$ cat src/rtl/solicitante_pkg.sv
// Shared definitions for the polynomial requester.
// This file holds the controller states, the operand bundle and the data/FIFO/timeout sizing.
package solicitante_pkg;

    localparam int DATA_W     = 16;
    localparam int FIFO_DEPTH = 4;
    localparam int TIMEOUT    = 255;

    // The operand table has as many entries as one batch can request.
    localparam int TBL_DEPTH  = 4;
    localparam int IDX_W      = 2;
    localparam int PTR_W      = $clog2(FIFO_DEPTH);
    localparam int CNT_W      = PTR_W + 1;
    localparam int TMO_W      = 8;

    typedef enum logic [2:0] {
        OCIOSO  = 3'd0,
        EMITE   = 3'd1,
        ESPERA  = 3'd2,
        CAPTURA = 3'd3,
        LIBERA  = 3'd4,
        ERRO    = 3'd5
    } estado_t;

    // One operand set as presented to the evaluator.
    typedef struct packed {
        logic [DATA_W-1:0] x;
        logic [DATA_W-1:0] a;
        logic [DATA_W-1:0] b;
        logic [DATA_W-1:0] c;
    } operandos_t;

    // A batch is in flight in every state between the request and its release.
    function automatic logic estado_busy(input estado_t s);
        return (s == EMITE) || (s == ESPERA) || (s == CAPTURA) || (s == LIBERA);
    endfunction

    // The operand table may only change while no batch is using it.
    function automatic logic estado_parado(input estado_t s);
        return (s == OCIOSO) || (s == ERRO);
    endfunction

endpackage

$ cat src/rtl/solicitante_polinomio_fifo.sv
// Result FIFO: four entries with a show-ahead head.
// The output reads zero when the FIFO is empty. A pop on an empty FIFO is ignored.
// A push on a full FIFO is dropped. The controller never attempts that push.
module fifo_resultado
    import solicitante_pkg::*;
(
    input  logic              ck,
    input  logic              rst,
    input  logic              push,
    input  logic [DATA_W-1:0] din,
    input  logic              pop,
    output logic [DATA_W-1:0] dout,
    output logic              vazio,
    output logic              cheio
);

    logic [DATA_W-1:0] mem_q [FIFO_DEPTH];
    logic [PTR_W-1:0]  wr_ptr_q, wr_ptr_d;
    logic [PTR_W-1:0]  rd_ptr_q, rd_ptr_d;
    logic [CNT_W-1:0]  cnt_q, cnt_d;
    logic              do_push;
    logic              do_pop;

    assign vazio   = (cnt_q == '0);
    assign cheio   = (cnt_q == CNT_W'(FIFO_DEPTH));
    assign do_push = push && !cheio;
    assign do_pop  = pop && !vazio;
    assign dout    = vazio ? '0 : mem_q[rd_ptr_q];

    // Pointers wrap naturally at the depth. The count only changes when exactly one side moves.
    always_comb begin
        wr_ptr_d = wr_ptr_q;
        rd_ptr_d = rd_ptr_q;
        cnt_d    = cnt_q;
        if (do_push) begin
            wr_ptr_d = wr_ptr_q + 1'b1;
        end
        if (do_pop) begin
            rd_ptr_d = rd_ptr_q + 1'b1;
        end
        case ({do_push, do_pop})
            2'b10:   cnt_d = cnt_q + 1'b1;
            2'b01:   cnt_d = cnt_q - 1'b1;
            default: cnt_d = cnt_q;
        endcase
    end

    // Pointer and occupancy registers. Reset empties the FIFO.
    always_ff @(posedge ck or negedge rst) begin
        if (!rst) begin
            wr_ptr_q <= '0;
            rd_ptr_q <= '0;
            cnt_q    <= '0;
        end else begin
            wr_ptr_q <= wr_ptr_d;
            rd_ptr_q <= rd_ptr_d;
            cnt_q    <= cnt_d;
        end
    end

    // Storage array with no reset. The empty flag masks any stale data on the head.
    always_ff @(posedge ck) begin
        if (do_push) begin
            mem_q[wr_ptr_q] <= din;
        end
    end

endmodule

$ cat src/rtl/solicitante_polinomio.sv
// Polynomial requester: replays a batch of operand sets to an external evaluator.
// It handles the request strobe, waits for the result and acknowledges it.
// It then queues the result in a small FIFO.
// A stuck evaluator is caught by an 8-bit timeout.
module solicitante_polinomio
    import solicitante_pkg::*;
(
    input  logic              ck,
    input  logic              rst,
    input  logic              wr_en,
    input  logic [1:0]        wr_addr,
    input  logic [DATA_W-1:0] wr_X,
    input  logic [DATA_W-1:0] wr_A,
    input  logic [DATA_W-1:0] wr_B,
    input  logic [DATA_W-1:0] wr_C,
    input  logic [1:0]        n_ops,
    input  logic              go,
    output logic [DATA_W-1:0] X,
    output logic [DATA_W-1:0] A,
    output logic [DATA_W-1:0] B,
    output logic [DATA_W-1:0] C,
    output logic              inicio,
    output logic              pronto,
    input  logic              done,
    input  logic [DATA_W-1:0] Resultado,
    input  logic              rd_en,
    output logic [DATA_W-1:0] rd_dado,
    output logic              vazio,
    output logic              cheio,
    output logic              busy,
    output logic              erro
);

    estado_t          estado_q, estado_d;
    logic [IDX_W-1:0] idx_q, idx_d;
    logic [IDX_W-1:0] nops_q, nops_d;
    logic [TMO_W-1:0] tmo_q, tmo_d;
    logic             erro_q, erro_d;
    logic             fifo_push;
    logic             tmo_fim;
    logic             tbl_we;
    operandos_t       tbl_q [TBL_DEPTH];
    operandos_t       op_sel;

    // The next count reaching the limit is the last cycle the evaluator is allowed.
    assign tmo_fim = (tmo_q == TMO_W'(TIMEOUT - 1));
    assign tbl_we  = wr_en && estado_parado(estado_q);

    // Operand table with no reset. It is writable only while no batch depends on it.
    always_ff @(posedge ck) begin
        if (tbl_we) begin
            tbl_q[wr_addr] <= '{x: wr_X, a: wr_A, b: wr_B, c: wr_C};
        end
    end

    // Controller register stage. Reset abandons any batch immediately.
    always_ff @(posedge ck or negedge rst) begin
        if (!rst) begin
            estado_q <= OCIOSO;
            idx_q    <= '0;
            nops_q   <= '0;
            tmo_q    <= '0;
            erro_q   <= 1'b0;
        end else begin
            estado_q <= estado_d;
            idx_q    <= idx_d;
            nops_q   <= nops_d;
            tmo_q    <= tmo_d;
            erro_q   <= erro_d;
        end
    end

    // Next-state and strobe decode for the request/capture/release handshake.
    always_comb begin
        estado_d  = estado_q;
        idx_d     = idx_q;
        nops_d    = nops_q;
        tmo_d     = tmo_q;
        erro_d    = erro_q;
        fifo_push = 1'b0;
        inicio    = 1'b0;
        pronto    = 1'b0;
        case (estado_q)
            OCIOSO, ERRO: begin
                if (go) begin
                    erro_d   = 1'b0;
                    idx_d    = '0;
                    nops_d   = n_ops;
                    estado_d = EMITE;
                end
            end
            EMITE: begin
                inicio   = 1'b1;
                tmo_d    = '0;
                estado_d = ESPERA;
            end
            ESPERA: begin
                if (done) begin
                    // A full FIFO stalls the capture. This is backpressure, not a stuck
                    // evaluator, so the timeout does not advance.
                    if (!cheio) begin
                        fifo_push = 1'b1;
                        estado_d  = CAPTURA;
                    end
                end else begin
                    tmo_d = tmo_q + 1'b1;
                    if (tmo_fim) begin
                        erro_d   = 1'b1;
                        estado_d = ERRO;
                    end
                end
            end
            CAPTURA: begin
                pronto   = 1'b1;
                estado_d = LIBERA;
            end
            LIBERA: begin
                if (!done) begin
                    if (idx_q < nops_q) begin
                        idx_d    = idx_q + 1'b1;
                        estado_d = EMITE;
                    end else begin
                        estado_d = OCIOSO;
                    end
                end else begin
                    // The evaluator must drop done after the acknowledge.
                    tmo_d = tmo_q + 1'b1;
                    if (tmo_fim) begin
                        erro_d   = 1'b1;
                        estado_d = ERRO;
                    end
                end
            end
            default: begin
                estado_d = OCIOSO;
            end
        endcase
    end

    // Operands are held for the whole request and read as zero when no batch is active.
    always_comb begin
        op_sel = '0;
        if (estado_busy(estado_q)) begin
            op_sel = tbl_q[idx_q];
        end
    end

    assign X    = op_sel.x;
    assign A    = op_sel.a;
    assign B    = op_sel.b;
    assign C    = op_sel.c;
    assign busy = estado_busy(estado_q);
    assign erro = erro_q;

    fifo_resultado u_fifo (
        .ck    (ck),
        .rst   (rst),
        .push  (fifo_push),
        .din   (Resultado),
        .pop   (rd_en),
        .dout  (rd_dado),
        .vazio (vazio),
        .cheio (cheio)
    );

endmodule
$ cat config.mk
export PLATFORM = sky130hd
export DESIGN_NAME = solicitante_polinomio
export DESIGN_NICKNAME = d
export VERILOG_FILES = /design/src/rtl/solicitante_pkg.sv /design/src/rtl/solicitante_polinomio_fifo.sv /design/src/rtl/solicitante_polinomio.sv
export SDC_FILE = /design/constraint.sdc
export NUM_CORES = 1
export LEC_CHECK = 0
export CELL_PAD_IN_SITES_DETAIL_PLACEMENT = 1
export CELL_PAD_IN_SITES_GLOBAL_PLACEMENT = 1
export CORE_ASPECT_RATIO = 2
export CORE_MARGIN = 1
export CORE_UTILIZATION = 48
export DETAILED_ROUTE_END_ITERATION = 8
export GPL_TIMING_DRIVEN = 0
export PLACE_DENSITY = 0.87
export SLEW_MARGIN = 20
export SYNTH_ARGS = -nofsm -noshare
export SYNTH_HDL_FRONTEND = slang
export SYNTH_HIERARCHICAL = 1
export SYNTH_SLANG_ARGS = --single-unit
export TNS_END_PERCENT = 30
$ cat constraint.sdc
create_clock -name ck -period 6.8 [get_ports ck]
set_input_delay 1.36 -clock ck [delete_from_list [all_inputs] [get_ports ck]]
set_output_delay 1.36 -clock ck [all_outputs]
set_load 0.005 [all_outputs]
==> metrics.yaml <==
synth_ff_type: "edfxtp_1"
postSynthCellCount: 671
cts_tree: "done"
tightest_slew_ps: 929
cp-end-kind: "primary output"
status: "completed"
final_antenna_net_count: 0
start_util_pct: 48.8
synth_top_area_share_pct: 70.1
drt_wl_total_mm: 33.2
synth_cell_types: 62
startpoint: "estado_q[0]"
dpl.hpwl_mm: 22.9
cellPowerDensity_mw_per_mm2: 393
place_area_mm2: 0.0162
cts_hold_buf: 0
synth_area_leaders: "edfxtp_1 70%, mux4_2 12%, dfrtp_1 4.2%"
r2r_setup_slack_ps: 3640
required_ps: 5440
clkTransAtPathRegs_ps: 70
p_clk_share_pct: 23.7
layout.cells.non_filler: 1286
clock-sinks: 343
numPortBuffers: 175
netlist_area_mm2: 0.0137
ys_top_cells_by_count: "320 x edfxtp_1, 75 x nor2b_1, 72 x mux4_2, 23 x dfrtp_1, 15 x nor2_1"
ctsHtreeMaxLevel: 1
syn_avg_cell_area_um2: 20.4
final_nets: 1002
drive_gt1_share_pct: 20.5
swShare_pct: 30.1
async_flop_share_pct: 6.71
clock_path_buffers: 3
grt_pass1_vias: 8058
fillers: 2412
reg2reg_depth: 9
avgViaCountPerCell: 5.68
cap_viol_max_count: 0
antenna_found_initial: 4
p_seq_share_pct: 38.9
yosysSeqAreaShare_pct: 74.3
post-cts-setup-buffer-count: 0
cts_inserted_buffers: 29
r2r_end: "tbl_q[2][24]"
vias: 7302
hp-class: "flop to flop"
arrival_ps: 3300
cts_root_buffer: "clkbuf_16"
comb_power_share_pct: 37.4
avgRoutedWirePerCell_um: 25.8
fin_total_pwr_mw: 6.72
dp_cells: 1228
drtIter0Drc: 345
worst_hold_slack_ps: 493
grt_util_all_layers_pct: 23.2
period_minus_slack_ps: 4660
ys_ff_latch: 343
slew_violations: 0
setup_viol: 0
synth_most_common_cell: "edfxtp_1"
grt_pass1_wl_mm: 49.0
die_area_mm2: 0.0293
gr-total-overflow: 0
final_util_pct: 60.8
syn_to_final_growth_pct: 24.5
grt_max_degree: 37
syn-num-nets: 770
gp_congestion: 0.773
die_y_um: 241
drc: 0
r2r-start: "estado_q[0]"
fmax_ghz: 0.214
crit_type: "flop to primary output"
yosysTopAreaCell: "edfxtp_1"
rsz0062_at_grt: "no"
post_cts_resized: 0
internal-power_mw: 4.70
crit_path_start_kind: "flop"
rows: 87
hold_start: "nops_q[0]"
crit_path_end: "A[12]"
hold_violations: 0
die_w_um: 122
fin_crit_sh_pct: 68.6
slew_headroom_pct: 38.1
ir_drop_mv: 0.329
drt_first_pass_iters: 4
final_area_mm2: 0.0171
p_switching_mw: 2.02
p_leak_nw: 5.70
ios: 176
core_area_mm2: 0.0281
clk_latency_ps: 550
finalClockSkew_ps: 8.99
whs_path_depth: 1
synth_edf_count: 320
ys_warn_count: 6
path_max_fanout: 10
area by class of cell:
cell class / instances / area, um^2 / share of cell area (%)
timing repair buffer: 201 / 1990 / 11.6
buffer: 35 / 198 / 1.16
sequential: 343 / 10200 / 59.6
antenna: 5 / 12.5 / 0.0733
tap: 356 / 445 / 2.61
clock buffer: 30 / 729 / 4.27
multi-input combinational: 280 / 3300 / 19.3
inverter: 13 / 51.3 / 0.300
clock inverter: 23 / 171 / 1.00
critical path: stages (launching register included):
cell	delay [ps]
dfrtp_1	360
buf_2	170
nor2_1	320
xnor2_1	200
clkbuf_1	540
clkbuf_1	530
nor2b_1	140
clkdlybuf4s50_1	510
registers in the layout, indices dropped and copies added (netlist names):
signal,flops
tmo_q,8
u_fifo/rd_ptr_q,2
erro,1
u_fifo/cnt_q,3
tbl_q,256
idx_q,2
u_fifo/mem_q,64
nops_q,2
estado_q,3
u_fifo/wr_ptr_q,2
stage by stage:
stage	setup TNS (ps)	setup slack, ps
detailed placement	0	2650
global placement	-727610	-4010
global route	0	1920
CTS	0	2090
finish	0	2140
floorplan	0	90.7
worst min path at each step:
stage / end / slack (ps)
2_1_floorplan: nops_q[0] / 460
4_1_cts: nops_q[0] / 500
6_report: nops_q[0] / 490
3_3_place_gp: nops_q[0] / 470
3_5_place_dp: nops_q[0] / 480
5_1_grt: nops_q[0] / 510
cells in the final DEF, fill, tap and decap left out, types with 14 or more instances in the layout:
| cell | instances |
|---|---|
| clkbuf_1 | 14 |
| dfrtp_1 | 23 |
| buf_2 | 14 |
| mux4_2 | 72 |
| edfxtp_1 | 320 |
| clkbuf_16 | 29 |
| buf_4 | 21 |
| clkdlybuf4s50_1 | 174 |
| nor2b_1 | 75 |
| nor2_1 | 15 |
cells by family after synthesis:
group,Yosys count,synth area share [%]
DFF,343,74.3
and+or+nand+nor,144,6.95
muxes,84,13.7
buffers and inverters,48,1.82
AOI/OAI and AO/OA,32,1.71
xor gates and xnor gates,11,0.703
adders and majority gates,9,0.876
power by group through the flow:
stage,clock (mW),combinational [mW],sequential (mW)
2_1_floorplan,0,1.28,2.63
3_5_place_dp,0,2.51,2.65
4_1_cts,1.62,2.55,2.61
6_report,1.59,2.51,2.61
5_1_grt,1.68,2.70,2.63
3_3_place_gp,0,2.41,2.66
routing by layer:
| metal | track usage (%) | wire length [um] | vias to the layer above |
|---|---|---|---|
| li1 | - | - | 3153 |
| met1 | 24.2 | 11100 | 3817 |
| met2 | 43.7 | 19100 | 272 |
| met3 | 4.56 | 1850 | 60 |
| met4 | 10.6 | 1100 | 0 |
| met5 | 0 | 0 | - |
Note: power is estimated with default switching activity, not from simulation.
